## src/rtl/mem_arbiter_pkg.sv

```systemverilog
// Shared types and constants for the shared-memory-port arbiter.
// Latency: n/a (declarations only).
// Backpressure: n/a.
package mem_arbiter_pkg;

  localparam int ADDR_WIDTH_DEF = 32;
  localparam int DATA_WIDTH_DEF = 32;
  localparam int TIMEOUT_DEF    = 255;

  typedef enum logic [1:0] {
    IDLE = 2'd0,
    BUSY = 2'd1,
    RESP = 2'd2
  } state_t;

  // Owner encoding doubles as the index into the two-bit request vector.
  localparam logic OWN_IF = 1'b0;
  localparam logic OWN_DM = 1'b1;

endpackage

```

## src/rtl/rr_arb2.sv

```systemverilog
// Two-way round-robin picker: a lone requester wins; under contention the
// requester that was not served last wins.
// Latency: combinational. Backpressure: none, pure function of its inputs.
// Ports: req[1:0] (bit0 = IF, bit1 = DM), last_owner, gnt[1:0] one-hot or zero.
module rr_arb2
  import mem_arbiter_pkg::*;
(
  input  logic [1:0] req,
  input  logic       last_owner,
  output logic [1:0] gnt
);

  assign gnt[OWN_IF] = req[OWN_IF] & (~req[OWN_DM] | (last_owner == OWN_DM));
  assign gnt[OWN_DM] = req[OWN_DM] & (~req[OWN_IF] | (last_owner == OWN_IF));

endmodule

```

## src/rtl/mem_arbiter.sv

```systemverilog
// Arbitrates the fetch (IF) and MMU (DM) paths onto one memory port, one
// transaction at a time, with a watchdog for unacknowledged requests.
// Latency: req->mem_req 1 cycle, mem_ack->valid 1 cycle; backpressure: requesters hold req until valid.
// Ports: clk, reset (async active-low), if_* fetch side, dm_* MMU side, mem_* memory side.
module mem_arbiter
  import mem_arbiter_pkg::*;
#(
  parameter int ADDR_WIDTH = ADDR_WIDTH_DEF,
  parameter int DATA_WIDTH = DATA_WIDTH_DEF,
  parameter int TIMEOUT    = TIMEOUT_DEF
) (
  input  logic                  clk,
  input  logic                  reset,
  input  logic                  if_req,
  input  logic [ADDR_WIDTH-1:0] if_addr,
  output logic                  if_valid,
  output logic [DATA_WIDTH-1:0] if_rdata,
  output logic                  if_err,
  input  logic                  dm_req,
  input  logic                  dm_we,
  input  logic [ADDR_WIDTH-1:0] dm_addr,
  input  logic [DATA_WIDTH-1:0] dm_wdata,
  output logic                  dm_valid,
  output logic [DATA_WIDTH-1:0] dm_rdata,
  output logic                  dm_err,
  output logic                  mem_req,
  output logic                  mem_we,
  output logic [ADDR_WIDTH-1:0] mem_addr,
  output logic [DATA_WIDTH-1:0] mem_wdata,
  input  logic                  mem_ack,
  input  logic [DATA_WIDTH-1:0] mem_rdata
);

  localparam int TW = $clog2(TIMEOUT + 1);
  localparam logic [TW-1:0] TIM_SAT  = TW'(TIMEOUT);
  // Timer value during the last BUSY cycle the watchdog allows.
  localparam logic [TW-1:0] TIM_LAST = TW'(TIMEOUT - 1);

  state_t          state, state_nxt;
  logic            owner, owner_nxt;
  logic            last_owner, last_owner_nxt;
  logic [TW-1:0]   timer, timer_nxt;
  logic [1:0]      gnt;

  logic                  mem_req_nxt, mem_we_nxt;
  logic [ADDR_WIDTH-1:0] mem_addr_nxt;
  logic [DATA_WIDTH-1:0] mem_wdata_nxt;
  logic                  if_valid_nxt, if_err_nxt, dm_valid_nxt, dm_err_nxt;
  logic [DATA_WIDTH-1:0] if_rdata_nxt, dm_rdata_nxt;
  logic [DATA_WIDTH-1:0] resp_rdata;
  logic                  resp_err;

  rr_arb2 u_rr_arb2 (
    .req        ({dm_req, if_req}),
    .last_owner (last_owner),
    .gnt        (gnt)
  );

  always_comb begin
    state_nxt      = state;
    owner_nxt      = owner;
    last_owner_nxt = last_owner;
    timer_nxt      = timer;
    mem_req_nxt    = mem_req;
    mem_we_nxt     = mem_we;
    mem_addr_nxt   = mem_addr;
    mem_wdata_nxt  = mem_wdata;
    // Completion outputs are single-cycle pulses: zero unless entering RESP.
    if_valid_nxt   = 1'b0;
    if_rdata_nxt   = '0;
    if_err_nxt     = 1'b0;
    dm_valid_nxt   = 1'b0;
    dm_rdata_nxt   = '0;
    dm_err_nxt     = 1'b0;
    resp_rdata     = '0;
    resp_err       = 1'b0;

    case (state)
      IDLE: begin
        if (|gnt) begin
          owner_nxt      = gnt[OWN_DM];
          last_owner_nxt = gnt[OWN_DM];
          timer_nxt      = '0;
          mem_req_nxt    = 1'b1;
          mem_we_nxt     = gnt[OWN_DM] & dm_we;
          mem_addr_nxt   = gnt[OWN_DM] ? dm_addr : if_addr;
          mem_wdata_nxt  = gnt[OWN_DM] ? dm_wdata : '0;
          state_nxt      = BUSY;
        end
      end

      BUSY: begin
        if (timer != TIM_SAT) timer_nxt = timer + 1'b1;
        // Ack is checked first so an ack on the final allowed cycle wins.
        if (mem_ack || (timer == TIM_LAST)) begin
          resp_err      = ~mem_ack;
          resp_rdata    = (mem_ack && !mem_we) ? mem_rdata : '0;
          mem_req_nxt   = 1'b0;
          mem_we_nxt    = 1'b0;
          mem_addr_nxt  = '0;
          mem_wdata_nxt = '0;
          if (owner == OWN_DM) begin
            dm_valid_nxt = 1'b1;
            dm_rdata_nxt = resp_rdata;
            dm_err_nxt   = resp_err;
          end else begin
            if_valid_nxt = 1'b1;
            if_rdata_nxt = resp_rdata;
            if_err_nxt   = resp_err;
          end
          state_nxt = RESP;
        end
      end

      RESP: begin
        state_nxt = IDLE;
      end

      default: begin
        state_nxt     = IDLE;
        mem_req_nxt   = 1'b0;
        mem_we_nxt    = 1'b0;
        mem_addr_nxt  = '0;
        mem_wdata_nxt = '0;
      end
    endcase
  end

  always_ff @(posedge clk or negedge reset) begin
    if (!reset) begin
      state      <= IDLE;
      owner      <= OWN_IF;
      last_owner <= OWN_DM;
      timer      <= '0;
      mem_req    <= 1'b0;
      mem_we     <= 1'b0;
      mem_addr   <= '0;
      mem_wdata  <= '0;
      if_valid   <= 1'b0;
      if_rdata   <= '0;
      if_err     <= 1'b0;
      dm_valid   <= 1'b0;
      dm_rdata   <= '0;
      dm_err     <= 1'b0;
    end else begin
      state      <= state_nxt;
      owner      <= owner_nxt;
      last_owner <= last_owner_nxt;
      timer      <= timer_nxt;
      mem_req    <= mem_req_nxt;
      mem_we     <= mem_we_nxt;
      mem_addr   <= mem_addr_nxt;
      mem_wdata  <= mem_wdata_nxt;
      if_valid   <= if_valid_nxt;
      if_rdata   <= if_rdata_nxt;
      if_err     <= if_err_nxt;
      dm_valid   <= dm_valid_nxt;
      dm_rdata   <= dm_rdata_nxt;
      dm_err     <= dm_err_nxt;
    end
  end

endmodule
```

## config.mk

```make
export PLATFORM = sky130hd
export DESIGN_NAME = mem_arbiter
export DESIGN_NICKNAME = d
export VERILOG_FILES = /design/src/rtl/mem_arbiter_pkg.sv /design/src/rtl/rr_arb2.sv /design/src/rtl/mem_arbiter.sv
export SDC_FILE = /design/constraint.sdc
export NUM_CORES = 1
export LEC_CHECK = 0
export CAP_MARGIN = 20
export CORE_ASPECT_RATIO = 1.25
export CORE_MARGIN = 2
export CORE_UTILIZATION = 41
export CTS_BUF_LIST = sky130_fd_sc_hd__clkbuf_16
export DETAILED_ROUTE_END_ITERATION = 10
export GPL_TIMING_DRIVEN = 0
export PLACE_DENSITY = 0.81
export SETUP_SLACK_MARGIN = 0.2
export SLEW_MARGIN = 30
export SYNTH_ARGS = -nofsm -noshare
export SYNTH_HDL_FRONTEND = slang
export SYNTH_HIERARCHICAL = 1
export SYNTH_SLANG_ARGS = --single-unit
```

## constraint.sdc

```tcl
create_clock -name clk -period 2.17 [get_ports clk]
set_clock_uncertainty 0.1 [all_clocks]
set_input_delay 0.217 -clock clk [delete_from_list [all_inputs] [get_ports clk]]
set_output_delay 0.217 -clock clk [all_outputs]
set_load 0.02 [all_outputs]
```

Word level (Yosys, flattened, before mapping)

Index checks and enable logic that the tools add are counted.

Bits in registers: 146
Input port bits: 134
Output and inout bits: 134
Logic and storage cells: 79

$add $sub $neg: 1
Equal/unequal tests: 7
Mux-type cells: 37
Bitwise gates (word level): 10
Reductions and logical operators: 10

Operators with widths:

| cell                  | count |
|---|---|
| $mux W32              | 12 |
| $pmux W32 S3          | 2 |
| $mux W8               | 2 |
| $pmux W8 S2           | 1 |
| $mux W1               | 15 |
| $add A8 B1 Y8 const B | 1 |
| $eq A8 B8 Y1 const B  | 1 |
| $ne A8 B8 Y1 const B  | 1 |
| $ne A2 B2 Y1 const B  | 3 |
| $pmux W1 S3           | 2 |
| $reduce_and A3 Y1     | 2 |
| $not A1 Y1            | 5 |
| $mux W2               | 2 |
| $pmux W2 S2           | 1 |
| $reduce_and A2 Y1     | 2 |
| $and A1 B1 Y1         | 3 |
| $eq A2 B1 Y1 const B  | 1 |
| $eq A2 B2 Y1 const B  | 1 |
| $logic_not A2 Y1      | 1 |
| $or A1 B1 Y1          | 2 |
| $reduce_bool A2 Y1    | 1 |
| $reduce_or A2 Y1      | 1 |
| $logic_and A1 B1 Y1   | 1 |
| $logic_not A1 Y1      | 1 |
| $logic_or A1 B1 Y1    | 1 |

Depth between registers and ports, before layout

Depth after elaboration: 6
Gate-level depth with buffers: 7
Mapped depth without buffers: 6

By module

Netlist, hierarchy kept.

Modules (own cells, without submodules):

| module      | times used | cells each | area each (um^2) | seq. area each (um^2) |
|---|---|---|---|---|
| mem_arbiter | 1          | 421        | 5510.3           | 3654.8 |
| rr_arb2     | 1          | 3          | 18.8             | 0.0 |

Worst setup path before layout

No wires, ideal clock.

Path type: register -> register
From: register timer[0]
To: register timer[3]
Setup time: 0.078 ns
Arrival time: 1.762 ns
Setup slack: 0.230 ns
Cell stages (with the launch flop): 6
Buffers on the path: 0
Period minus slack after synthesis: 1.940 ns
Path through: dfrtp_1 -> ha_1 -> and3_1 -> a311o_1 -> or3_1 -> a21oi_1

Word-level cells in the longest chain between the ends: 3

RTL lines:

| element                                          | RTL line           | source |
|---|---|---|
| start, declared                                  | mem_arbiter.sv:42  | `logic [TW-1:0] timer, timer_nxt;` |
| start signal, assigned                           | mem_arbiter.sv:149 | `timer <= timer_nxt;` |
| $add A8 B1 Y8 or $ne A8 B8 Y1 (tied branches)    | mem_arbiter.sv:93  | `if (timer != TIM_SAT) timer_nxt = timer + 1'b1;` |
| $mux W8 or $ne A2 B2 Y1 (tied branches)          | n/a                |  |
| $pmux W8 S2 or $reduce_and A3 Y1 (tied branches) | n/a                |  |

Parallel ways exist; a longest one is shown, timed or not. The select of a mux whose other input is x is not followed.
A chain may end at the register's enable or synchronous reset.

Worst setup path in the final report

Same ends and word-level chain as after synthesis.

==> results.md <==
- Initial Util: 41.8%
- Synthesized area: 5530 sq um
- Post-synthesis sequential area ratio: 66.1%
- Slowest CP cell: dfrtp_2
- Tightest Pin Transition: 0.671 ns
- Die Y: 134 um
- Global Route Usage Sum: 24.0%
- CP cell instances: ha_4 > and3_2 > a311o_1 > or3_4 > a21oi_2
- Syn_nets: 560
- Synth Area per Inst: 13.0 sq um
- Sequential cell area: 3660 sq um
- Data arrival, critical path: 2.25 ns
- Port Buffer Count: 267
- Die area: 14400 sq um
- Final Cycle Share: 92.6%
- Sink Count: 146
- Mapped Cells: 424
- Fin crit period: 2.01 ns
- Placed Instance Area: 8450 sq um
- Top_reg_cell synth: dfrtp_1
- Fill cell count: 911
- Max-cap violations: 0
- First-pass GRT wire length: 26600 um
- CP Launch Type: flop
- Fin. max-slew vios: 0
- Initial antenna violation count: 0
- Count of final hold-check violations: 0
- Clock Tree Buf Depth: 2
- Ratio of cells with drive above 1 in the final layout: 12.4%
- Synthesis-to-layout area growth: 68.7%
- Clock transition at the registers of the reported paths: 0.07 ns
- Nets@finish: 863
- CP required: 2.41 ns
- Die width: 108 um
- Max incr delay on CP: 0.45 ns
- Power Density: 1210 nW/um^2
- Multi-input logic area: 1700 sq um
- Clk_lat worst skew: 0.41 ns
- Status: complete, no violations
- H-tree levels: 4
- Residual DRC count: 0
- Min-Delay Path Class: in2async
- FP Rows: 47
- Synth unique cells: 42
- Ant. Diodes: 0
- Max IR drop VDD: 680 uV
- Wirelength, routed: 17400 um
- Number of global-route vias before repair: 4939
- Crit path max-delay family: simple AND/OR/NAND/NOR gates
- Slew headroom: 55.3%
- Routed len/inst: 19.1 um
- Largest net degree at the start of global routing: 94
- Crit path capture type: flop
- TNS Setup: 0 ns
- Buf/Inv on CP: 0
- GPL Wtd Cong: 0.784
- Critical path class: reg2reg
- TritonCTS clock tree: yes
- Post-DP HPWL: 12300 um
- R2R Setup Slk: 0.16 ns
- FF+latch count, synth: 146
- Leak: 4.33 nW
- Gr ovfl total: 0
- Starting DRT DRC Count: 157
- TritonCTS buffer count: 17
- Via count: 4769
- R2R depth: 5
- Syn. warnings: 6
- Reg-to-Reg Start: timer[0]
- CP max FO: 5
- Core ar.: 13200 sq um
- Reg-to-reg endpoint: timer[3]
- Async SR Flop Fraction: 100%
- Vias per cell: 5.23
- Setup WS pre-CTS: -0.606 ns
- Final-report setup violation count: 0
- Setup repair after global routing missed its margin: yes
- Ports: 268
- Root buf cell: clkbuf_16
- Post-route cell area: 9330 sq um
- Antenna Violating Nets Remaining: 0
- F_max: 498 MHz
- Min setup slack post-route: 0.160 ns
- Length of the first detailed-routing pass in iterations: 4
- Post-synth EDFFs: 0
routing by layer:
metal | global-route usage (%) | share of wire, %
met1 | 27.0 | 37
met4 | 7.91 | 2.6
met5 | 0 | 0
met3 | 8.65 | 8.7
met2 | 42.1 | 52
cell usage after synthesis (all sizes together) (6+ instances only):
| library cell | count | area (sq um) |
|---|---|---|
| a22o | 33 | 289 |
| and3 | 65 | 407 |
| buf | 14 | 87.6 |
| clkbuf | 19 | 73.8 |
| dfrtp | 145 | 3630 |
| inv | 23 | 86.3 |
| mux2i | 14 | 140 |
| nand2 | 6 | 22.5 |
| nand3 | 6 | 30.0 |
| o21ai | 27 | 135 |
| o221ai | 19 | 166 |
| o2bb2ai | 13 | 114 |
flip-flops by register name, indices dropped and copies added (netlist names), 2 cells and up:
signal     count
timer          8
mem_addr      32
if_rdata      32
state          2
dm_rdata      32
mem_wdata     32
placed cells by master (no fill, tap or decap), drive strengths merged, types with 3 or more instances in the layout:
cell | netlist | layout
a21o | 5 | 5
a21oi | 4 | 4
a22o | 33 | 33
and3 | 65 | 65
buf | 14 | 32
clkbuf | 19 | 35
clkdlybuf4s50 | 0 | 266
clkinv | 0 | 8
dfrtp | 145 | 145
inv | 23 | 29
mux2i | 14 | 14
nand2 | 6 | 6
nand3 | 6 | 6
nor2 | 5 | 5
nor3 | 3 | 3
o21ai | 27 | 27
o221ai | 19 | 19
o2bb2ai | 13 | 13
or3 | 3 | 3
stage by stage:
stage,power [mW],std cells,util (%),hold WS [ns]
after CTS,11.2,905,69.7,0.212
after detailed placement,8.06,863,63.8,0.0560
after floorplan,5.95,424,-,-0.179
after global routing,11.9,911,70.5,0.242
after global placement,7.97,862,63.6,0.360
final,11.3,911,70.5,0.195
layout make-up:
| cell class | instances | area share (%) |
|---|---|---|
| Sequential cell | 146 | 39.2 |
| Timing Repair Buffer | 284 | 30.5 |
| Multi-Input combinational cell | 222 | 18.2 |
| Clock buffer | 17 | 4.56 |
| Tap cell | 171 | 2.29 |
| Buffer | 33 | 2.25 |
| Clock inverter | 15 | 2.04 |
| Inverter | 23 | 0.926 |
power by group:
part	switching [mW]	leakage (nW)	internal [mW]
Sequential	0.413	1.96	3.41
Clock	1.34	0.296	1.57
Combinational	2.40	2.07	2.19
Total	4.15	4.33	7.17
kinds of logic (layout without fill, tap and decap cells):
logic type      after synthesis  count (layout)  share of synthesized area [%]
flops                       146             146                           66.1
simple gates                 95              95                           10.7
buf+inv                      56             372                           4.48
xor+xnor                      1               1                          0.158
compound gates              110             110                           15.6
mux                          14              14                           2.53
fa+ha+maj                     2               2                          0.453
worst max path at each step:
stage                          start            end  depth (start not counted)
final                       timer[0]       timer[3]                          5
after global routing        timer[1]       timer[2]                          6
after CTS                 last_owner  mem_wdata[20]                          8
after detailed placement      dm_req  mem_wdata[28]                          7
after global placement         reset   dm_rdata[15]                          1
after floorplan             timer[0]       timer[3]                          5
repair_timing:
action | 4_1_cts | 5_1_grt
cloned | 0 | 0
pin swaps | 3 | 4
gates resized for setup | 27 | 17
hold buffers | 1 | 0
hold endpoints to repair | 53 | 0
setup endpoints to repair | 98 | 93
setup buffers | 9 | 6
(Power assumes the default switching activity.)
